[config.mk]
export PLATFORM = sky130hd
export DESIGN_NAME = c2h_queue_scheduler_flat
export DESIGN_NICKNAME = d
export VERILOG_FILES = /design/src/rtl/c2h_queue_scheduler_if.sv /design/src/rtl/c2h_queue_scheduler.sv /design/src/flat_wrapper.sv
export SDC_FILE = /design/constraint.sdc
export NUM_CORES = 1
export LEC_CHECK = 0
export CORE_MARGIN = 3
export CORE_UTILIZATION = 45
export CTS_BUF_LIST = sky130_fd_sc_hd__clkbuf_4 sky130_fd_sc_hd__clkbuf_8 sky130_fd_sc_hd__clkbuf_16
export DETAILED_ROUTE_END_ITERATION = 16
export PLACE_DENSITY = 0.77
export SLEW_MARGIN = 20
export SYNTH_ARGS = -nofsm -noshare
export SYNTH_HDL_FRONTEND = slang
export SYNTH_SLANG_ARGS = --single-unit
[constraint.sdc]
create_clock -name axi_aclk -period 16.14 [get_ports axi_aclk]
set_input_delay 3.228 -clock axi_aclk [delete_from_list [all_inputs] [get_ports axi_aclk]]
set_output_delay 3.228 -clock axi_aclk [all_outputs]
set_load 0.02 [all_outputs]
[src/rtl/c2h_queue_scheduler_if.sv]
// ---------------------------------------------------------------------------
// c2h_queue_scheduler_if
// Grant / completion handshake between the C2H queue scheduler and the
// traffic generator.
//   sched_valid  : scheduler -> generator, grant valid
//   sched_ready  : generator -> scheduler, grant accepted
//   sched_qid    : scheduler -> generator, granted queue id
//   sched_credit : scheduler -> generator, credits granted for the packet
//   pkt_done     : generator -> scheduler, 1-cycle strobe on last beat
// Modports: master = scheduler side, slave = generator side.
// ---------------------------------------------------------------------------
interface c2h_queue_scheduler_if #(
    parameter int QID_W       = 4,
    parameter int TM_DSC_BITS = 16
);
    logic                   sched_valid;
    logic                   sched_ready;
    logic [QID_W-1:0]       sched_qid;
    logic [TM_DSC_BITS-1:0] sched_credit;
    logic                   pkt_done;

    modport master (
        output sched_valid,
        output sched_qid,
        output sched_credit,
        input  sched_ready,
        input  pkt_done
    );

    modport slave (
        input  sched_valid,
        input  sched_qid,
        input  sched_credit,
        output sched_ready,
        output pkt_done
    );
endinterface

[src/rtl/c2h_queue_scheduler.sv]
// ---------------------------------------------------------------------------
// c2h_queue_scheduler
// Round-robin scheduler that hands one packet grant at a time to the C2H
// traffic generator, across NUM_Q queues, based on per-queue credit counters.
// Ports:
//   axi_aclk / axi_areset : clock, synchronous active-high reset
//   control_reg           : [1]=run, [8+NUM_Q-1:8]=queue enable mask
//   num_pkt               : packets per enabled queue per run (0 = unlimited)
//   credit_perpkt_in      : credits consumed per packet (latched at run start)
//   credit_updt/qid/in    : 1-cycle strobe adding credit_in to one queue
//   sched                 : grant handshake + pkt_done (interface, master)
//   busy                  : run in progress
//   all_done              : 1-cycle pulse when every enabled queue sent num_pkt
//   credit_avail          : packed credit counters, queue q at [q*TM +: TM]
// ---------------------------------------------------------------------------
module c2h_queue_scheduler #(
    parameter int NUM_Q       = 4,
    parameter int QID_W       = 4,
    parameter int TM_DSC_BITS = 16
) (
    input  logic                         axi_aclk,
    input  logic                         axi_areset,
    input  logic [31:0]                  control_reg,
    input  logic [15:0]                  num_pkt,
    input  logic [TM_DSC_BITS-1:0]       credit_perpkt_in,
    input  logic                         credit_updt,
    input  logic [QID_W-1:0]             credit_qid,
    input  logic [TM_DSC_BITS-1:0]       credit_in,
    c2h_queue_scheduler_if.master        sched,
    output logic                         busy,
    output logic                         all_done,
    output logic [NUM_Q*TM_DSC_BITS-1:0] credit_avail
);

    localparam logic [1:0] S_IDLE      = 2'd0;
    localparam logic [1:0] S_ARB       = 2'd1;
    localparam logic [1:0] S_ISSUE     = 2'd2;
    localparam logic [1:0] S_WAIT_DONE = 2'd3;

    // cnt + add - sub, clamped to the counter range. Underflow cannot occur
    // in practice (a queue is only granted with cnt >= perpkt) but clamps to 0.
    function automatic logic [TM_DSC_BITS-1:0] sat_upd(
        input logic [TM_DSC_BITS-1:0] cnt,
        input logic [TM_DSC_BITS-1:0] add,
        input logic [TM_DSC_BITS-1:0] sub
    );
        logic [TM_DSC_BITS+1:0] t;
        t = {2'b00, cnt} + {2'b00, add} - {2'b00, sub};
        if (t[TM_DSC_BITS+1]) begin
            sat_upd = '0;
        end else if (t[TM_DSC_BITS]) begin
            sat_upd = '1;
        end else begin
            sat_upd = t[TM_DSC_BITS-1:0];
        end
    endfunction

    logic [1:0]             state_q, state_d;
    logic                   valid_q, valid_d;
    logic [QID_W-1:0]       qid_q, qid_d;
    logic [TM_DSC_BITS-1:0] credit_q, credit_d;
    logic [QID_W-1:0]       rr_q, rr_d;
    logic [TM_DSC_BITS-1:0] perpkt_q, perpkt_d;
    logic                   all_done_q, all_done_d;
    logic                   busy_q;
    logic                   run_q;
    logic [TM_DSC_BITS-1:0] cnt_q [NUM_Q];
    logic [TM_DSC_BITS-1:0] cnt_d [NUM_Q];
    logic [15:0]            sent_q [NUM_Q];
    logic [15:0]            sent_d [NUM_Q];

    logic                   run_s;
    logic [NUM_Q-1:0]       en_s;
    logic [NUM_Q-1:0]       elig_s;
    logic                   hs_s;
    logic                   found_s;
    logic [QID_W-1:0]       pick_s;
    logic                   done_all_s;
    logic                   sent_clr_s;
    logic                   unused_ctl_s;

    assign run_s        = control_reg[1];
    assign en_s         = control_reg[8 +: NUM_Q];
    assign unused_ctl_s = ^{control_reg[31:8+NUM_Q], control_reg[7:2], control_reg[0]};
    assign hs_s         = (state_q == S_ISSUE) && valid_q && sched.sched_ready;

    assign sched.sched_valid  = valid_q;
    assign sched.sched_qid    = qid_q;
    assign sched.sched_credit = credit_q;
    assign busy               = busy_q;
    assign all_done           = all_done_q;

    // Per-queue eligibility and run-completion detection.
    always_comb begin
        elig_s     = '0;
        done_all_s = (num_pkt != 16'd0) && (en_s != '0);
        for (int q = 0; q < NUM_Q; q++) begin
            elig_s[q] = en_s[q] && (cnt_q[q] >= perpkt_q) &&
                        ((num_pkt == 16'd0) || (sent_q[q] < num_pkt));
            if (en_s[q] && (sent_q[q] < num_pkt)) begin
                done_all_s = 1'b0;
            end else begin
                done_all_s = done_all_s;
            end
        end
    end

    // Round-robin pick: first eligible queue scanning rr+1, rr+2, ... mod NUM_Q.
    always_comb begin
        int idx;
        found_s = 1'b0;
        pick_s  = '0;
        idx     = 0;
        for (int k = 1; k <= NUM_Q; k++) begin
            idx = int'(rr_q) + k;
            if (idx >= NUM_Q) begin
                idx = idx - NUM_Q;
            end else begin
                idx = idx;
            end
            if (!found_s && elig_s[idx]) begin
                found_s = 1'b1;
                pick_s  = QID_W'(idx);
            end else begin
                found_s = found_s;
            end
        end
    end

    // Scheduler FSM next-state and grant register next values.
    always_comb begin
        state_d    = state_q;
        valid_d    = valid_q;
        qid_d      = qid_q;
        credit_d   = credit_q;
        rr_d       = rr_q;
        perpkt_d   = perpkt_q;
        all_done_d = 1'b0;
        sent_clr_s = 1'b0;
        case (state_q)
            S_IDLE: begin
                // Only a rising edge of run starts a run, so a completed run
                // stays idle until run is cycled.
                if (run_s && !run_q) begin
                    perpkt_d   = (credit_perpkt_in == '0) ? TM_DSC_BITS'(1) : credit_perpkt_in;
                    sent_clr_s = 1'b1;
                    state_d    = S_ARB;
                end else begin
                    state_d = S_IDLE;
                end
            end
            S_ARB: begin
                if (!run_s) begin
                    state_d = S_IDLE;
                end else if (found_s) begin
                    qid_d    = pick_s;
                    credit_d = perpkt_q;
                    rr_d     = pick_s;
                    valid_d  = 1'b1;
                    state_d  = S_ISSUE;
                end else begin
                    state_d = S_ARB;
                end
            end
            S_ISSUE: begin
                // The grant is never withdrawn; run is ignored until accepted.
                if (hs_s) begin
                    valid_d = 1'b0;
                    state_d = S_WAIT_DONE;
                end else begin
                    state_d = S_ISSUE;
                end
            end
            S_WAIT_DONE: begin
                if (sched.pkt_done) begin
                    if (done_all_s) begin
                        all_done_d = 1'b1;
                        state_d    = S_IDLE;
                    end else if (!run_s) begin
                        state_d = S_IDLE;
                    end else begin
                        state_d = S_ARB;
                    end
                end else begin
                    state_d = S_WAIT_DONE;
                end
            end
            default: begin
                valid_d = 1'b0;
                state_d = S_IDLE;
            end
        endcase
    end

    // Credit and sent-count next values; an update and a deduction in the
    // same cycle on the same queue are merged so neither is lost.
    always_comb begin
        for (int q = 0; q < NUM_Q; q++) begin
            cnt_d[q] = sat_upd(cnt_q[q],
                               (credit_updt && (credit_qid == QID_W'(q))) ? credit_in : '0,
                               (hs_s && (qid_q == QID_W'(q))) ? perpkt_q : '0);
            sent_d[q] = sent_clr_s ? 16'd0 :
                        ((hs_s && (qid_q == QID_W'(q))) ? (sent_q[q] + 16'd1) : sent_q[q]);
        end
    end

    // Pack credit counters for observation.
    always_comb begin
        credit_avail = '0;
        for (int q = 0; q < NUM_Q; q++) begin
            credit_avail[q*TM_DSC_BITS +: TM_DSC_BITS] = cnt_q[q];
        end
    end

    // FSM, grant outputs and status registers.
    always_ff @(posedge axi_aclk) begin
        if (axi_areset) begin
            state_q    <= S_IDLE;
            valid_q    <= 1'b0;
            qid_q      <= '0;
            credit_q   <= '0;
            rr_q       <= QID_W'(NUM_Q - 1);
            perpkt_q   <= TM_DSC_BITS'(1);
            all_done_q <= 1'b0;
            busy_q     <= 1'b0;
            run_q      <= 1'b0;
        end else begin
            state_q    <= state_d;
            valid_q    <= valid_d;
            qid_q      <= qid_d;
            credit_q   <= credit_d;
            rr_q       <= rr_d;
            perpkt_q   <= perpkt_d;
            all_done_q <= all_done_d;
            busy_q     <= (state_d != S_IDLE);
            run_q      <= run_s;
        end
    end

    // Per-queue credit and sent counters.
    always_ff @(posedge axi_aclk) begin
        for (int q = 0; q < NUM_Q; q++) begin
            if (axi_areset) begin
                cnt_q[q]  <= '0;
                sent_q[q] <= 16'd0;
            end else begin
                cnt_q[q]  <= cnt_d[q];
                sent_q[q] <= sent_d[q];
            end
        end
    end

endmodule

[src/flat_wrapper.sv]
// flat-port wrapper written by rule: the top's interface ports become plain ports
module c2h_queue_scheduler_flat 
#(
    parameter int NUM_Q       = 4,
    parameter int QID_W       = 4,
    parameter int TM_DSC_BITS = 16
)
  (axi_aclk, axi_areset, control_reg, num_pkt, credit_perpkt_in, credit_updt, credit_qid, credit_in, busy, all_done, credit_avail, sched_sched_valid, sched_sched_qid, sched_sched_credit, sched_sched_ready, sched_pkt_done);
  c2h_queue_scheduler_if #(.QID_W(QID_W), .TM_DSC_BITS(TM_DSC_BITS)) sched_i ();
  input  logic axi_aclk;
  input  logic axi_areset;
  input  logic [31:0] control_reg;
  input  logic [15:0] num_pkt;
  input  logic [TM_DSC_BITS-1:0] credit_perpkt_in;
  input  logic credit_updt;
  input  logic [QID_W-1:0] credit_qid;
  input  logic [TM_DSC_BITS-1:0] credit_in;
  output logic busy;
  output logic all_done;
  output logic [NUM_Q*TM_DSC_BITS-1:0] credit_avail;
  output wire logic [$bits(sched_i.sched_valid)-1:0] sched_sched_valid;
  output wire logic [$bits(sched_i.sched_qid)-1:0] sched_sched_qid;
  output wire logic [$bits(sched_i.sched_credit)-1:0] sched_sched_credit;
  input wire logic [$bits(sched_i.sched_ready)-1:0] sched_sched_ready;
  input wire logic [$bits(sched_i.pkt_done)-1:0] sched_pkt_done;
  assign sched_sched_valid = sched_i.sched_valid;
  assign sched_sched_qid = sched_i.sched_qid;
  assign sched_sched_credit = sched_i.sched_credit;
  assign sched_i.sched_ready = sched_sched_ready;
  assign sched_i.pkt_done = sched_pkt_done;
  c2h_queue_scheduler #(.NUM_Q(NUM_Q), .QID_W(QID_W), .TM_DSC_BITS(TM_DSC_BITS)) u_core (.axi_aclk(axi_aclk), .axi_areset(axi_areset), .control_reg(control_reg), .num_pkt(num_pkt), .credit_perpkt_in(credit_perpkt_in), .credit_updt(credit_updt), .credit_qid(credit_qid), .credit_in(credit_in), .sched(sched_i), .busy(busy), .all_done(all_done), .credit_avail(credit_avail));
endmodule
==> results.sh <==
export IMPL_grt_first_pass_wirelength_um=75200
export IMPL_wire_per_inst_um=18.6
export IMPL_crit_path_max_incr_delay_ns=0.73
export IMPL_path_max_fanout=16
export IMPL_cts_num_sinks=172
export IMPL_grt_setup_unrepaired="no"
export IMPL_cts_setup_buffers=0
export IMPL_timing_final_crit_share=0.528
export IMPL_start_util=0.458
export IMPL_grt_use_total=0.247
export IMPL_worst_path_buf_inv=2
export IMPL_peakVddDrop_mv=0.124
export IMPL_dieArea_um2=37600
export IMPL_cts_max_path_buffers=2
export IMPL_setup_viol=0
export IMPL_fin_crit_ns=8.52
export IMPL_worstPathCellList="clkdlybuf4s50_1 > nor4b_4 > nand2_1 > inv_1 > ha_1 > a21o_1 > a21oi_1 > nor2b_1 > o21ai_0 > a211o_1 > and2_1 > nor2b_1 > xnor2_1 > ha_1 > a21o_1 > a21oi_1 > nor2b_1 > a31oi_1 > and4b_1 > nor3_1 > a31oi_1 > xor2_2 > o21a_1"
export IMPL_synth_edf_count=0
export IMPL_core_um2=34600
export IMPL_path_clk_slew_ns=0.07
export IMPL_drv_slew=0
export IMPL_cp_arrival_ns=8.90
export IMPL_postRouteAntennaNets=0
export IMPL_gp_congestion=0.940
export IMPL_grt_max_degree=65
export IMPL_status="finished, final reports clean"
export IMPL_pwr_density_cell_nw_per_um2=133
export IMPL_worst_hold_path_type="register to register"
export IMPL_critical_path_class="input port to register"
export IMPL_synth_nets=2334
export IMPL_cts_tree="done"
export IMPL_hold_violations=0
export IMPL_insertion_delay_ns=0.45
export IMPL_layout_commonest_cell="ha_1"
export IMPL_firstDrtPassIters=7
export IMPL_worstPathRequired_ns=16.52
export IMPL_p_leak_nw=7.74
export IMPL_die_y_um=194
export IMPL_crit_slowest_cell="nor4b_4"
export IMPL_max_cap_violations=0
export IMPL_placed_cell_area_um2=17800
export IMPL_endpoint_kind="register"
export IMPL_cts_htree_levels=4
export IMPL_cts_buffers=17
export IMPL_syn_area_um2=15900
export IMPL_ios=176
export IMPL_fin_skew_ns=0.0170
export IMPL_root_buffer="clkbuf_16"
export IMPL_crit_path_frequent_cell="nor2b_1"
export IMPL_ys_seq_elements=172
export IMPL_grt_overflow_total=0
export IMPL_setup_tns_ns=0
export IMPL_cts_hold_buf=0
export IMPL_mostFrequentLayoutCells="271 x ha_1, 210 x nand2_1, 189 x nor2_1"
export IMPL_drt_wl_total_um=47900
export IMPL_max_clock_freq_ghz=0.117
export IMPL_ys_seq_area_frac=0.217
export IMPL_hpwl_um=36800
export IMPL_path_delay_family="compound AO/OA/AOI/OAI gates"
export IMPL_synth_cell_types=81
export IMPL_portBuffers=148
export IMPL_drtIter0Drc=935
export IMPL_design_area_um2=18500
export IMPL_synth_warnings=0
export IMPL_drive_gt1_frac=0.0445
export IMPL_syn_avg_cell_area_um2=8.07
export IMPL_area_delta_synth_final_pct=16.3
export IMPL_nNetsFinal=2468
export IMPL_synth_async_reset_ratio=0
export IMPL_dieWidth_um=194
export IMPL_viasPerCell=5.88
export IMPL_antenna_found_initial=0
export IMPL_cts_resized=0
export IMPL_grt_pass1_vias=14700
export IMPL_ys_flop_type="dfxtp_1"
export IMPL_relSlewSlack=0.367
export IMPL_startpoint_type="input port"
export IMPL_worst_pin_slew_ns=0.949
export IMPL_syn_inst=1966
export IMPL_num_rows=68
export IMPL_vias=15100
export IMPL_route_detailed_drc=0
[report_power, final]
part	internal, mW	switching, mW	total (mW)
registers	0.490	0.0990	0.589
clock network	0.222	0.208	0.430
logic	0.641	0.795	1.44
total	1.35	1.10	2.45
[per-layer routing]
layer	up-vias	share of wire	track usage
li1	7315	-	-
met5	-	0	0
met4	0	0.067	0.153
met2	524	0.47	0.423
met3	181	0.064	0.0396
met1	7085	0.40	0.290
[sequential cells by signal, summed over array words and instances, names as in the netlist]
name and flops:
u_core.rr_q 4, u_core.sched.sched_qid 2, u_core.sched.sched_valid 1, u_core.sched.sched_credit 16, u_core.cnt_q 64, u_core.busy 1, u_core.state_q 2, u_core.run_q 1
u_core.sent_q 64, u_core.perpkt_q 16, u_core.all_done 1
[cells in the mapped netlist (4+ instances only)]
| cell | number | area share |
|---|---|---|
| and4_1 | 8 | 0.0044 |
| or3_1 | 21 | 0.0083 |
| o21bai_1 | 9 | 0.0043 |
| buf_6 | 4 | 0.0028 |
| nand2b_1 | 11 | 0.0043 |
| o2111ai_1 | 5 | 0.0028 |
| xor2_1 | 64 | 0.035 |
| or2_2 | 4 | 0.0016 |
| and2_1 | 75 | 0.030 |
| nor4_1 | 15 | 0.0059 |
| nor2b_1 | 25 | 0.0099 |
| xnor2_1 | 91 | 0.050 |
| mux2i_1 | 21 | 0.013 |
| ha_1 | 271 | 0.21 |
| buf_2 | 4 | 0.0013 |
| a211oi_1 | 22 | 0.010 |
| o21ai_1 | 7 | 0.0022 |
| nand2_1 | 211 | 0.050 |
| nor3_1 | 38 | 0.012 |
| o211ai_1 | 8 | 0.0038 |
| fa_1 | 8 | 0.010 |
| inv_1 | 97 | 0.023 |
| nor2_1 | 189 | 0.045 |
| a31o_2 | 4 | 0.0022 |
| nand4_1 | 33 | 0.013 |
| clkbuf_1 | 26 | 0.0061 |
| a21oi_1 | 153 | 0.048 |
| o21ai_0 | 79 | 0.025 |
| a211o_1 | 5 | 0.0028 |
| o31a_1 | 4 | 0.0022 |
| inv_2 | 4 | 0.00095 |
| dfxtp_1 | 172 | 0.22 |
| o21a_1 | 79 | 0.037 |
| o211ai_2 | 4 | 0.0032 |
| and3_1 | 20 | 0.0079 |
| o31ai_1 | 5 | 0.0024 |
| nand3_1 | 52 | 0.016 |
| a21o_1 | 28 | 0.013 |
| a31oi_1 | 8 | 0.0032 |
[through the flow]
step | setup WS [ns] | cells | hold slack [ns] | util | power [mW]
after global placement | 6.87 | 2536 | 0.481 | 0.514 | 1.95
final | 7.62 | 2570 | 0.500 | 0.533 | 2.45
after global routing | 7.13 | 2568 | 0.525 | 0.533 | 2.63
after CTS | 7.12 | 2568 | 0.506 | 0.532 | 2.44
after detailed placement | 6.69 | 2536 | 0.485 | 0.515 | 1.99
after floorplan | 8.25 | 1966 | 0.462 | - | 1.62
[worst reg2reg max path, stage by stage, from the launching register on]
cell and delay, ns:
dfxtp_1 0.43, inv_1 0.14, ha_1 0.26, and2_1 0.20, and3_1 0.80, and2_1 0.24, ha_1 0.18, inv_1 0.06
fa_1 0.41, a21o_1 0.18, a21o_1 0.20, a21oi_1 0.19, o21ai_0 0.22, nand4_1 0.19, a31oi_1 0.12, o21a_1 0.18
nor2_1 0.16, xnor2_2 0.24, o21a_1 0.26
[layout make-up]
| cell class | count | area (µm²) |
|---|---|---|
| fillers | 3096 | 16200 |
| multi-input cells | 1653 | 11900 |
| flip-flops and latches | 172 | 3440 |
| repair buffers | 155 | 1530 |
| well taps | 455 | 569 |
| clock buffers | 17 | 425 |
| inverters | 101 | 379 |
| clock inverters | 15 | 168 |
| diodes | 2 | 5.00 |
[cell families (layout without fill, tap and decap cells)]
group,count (synthesis),in the layout,share of synthesized area
simple gates,725,725,0.222
compound gates,471,471,0.201
fa+ha+maj,279,279,0.224
flops,172,172,0.217
xor+xnor,156,156,0.0866
buf+inv,141,288,0.0363
mux,22,22,0.0140
other cells,0,2,0
[worst paths after layout]
path	from	endpoint	slack, ns	cells past startpoint
worst min-delay path	u_core.sched.sched_credit[2]	u_core.sched.sched_credit[2]	0.50	2
worst max register to register	u_core.rr_q[2]	u_core.cnt_q[1][18]	11.37	18
worst min register to register	u_core.sched.sched_credit[2]	u_core.sched.sched_credit[2]	0.50	2
worst max-delay path	credit_qid[3]	u_core.cnt_q[0][26]	7.62	23
Note: power is estimated with default switching activity, not from simulation.
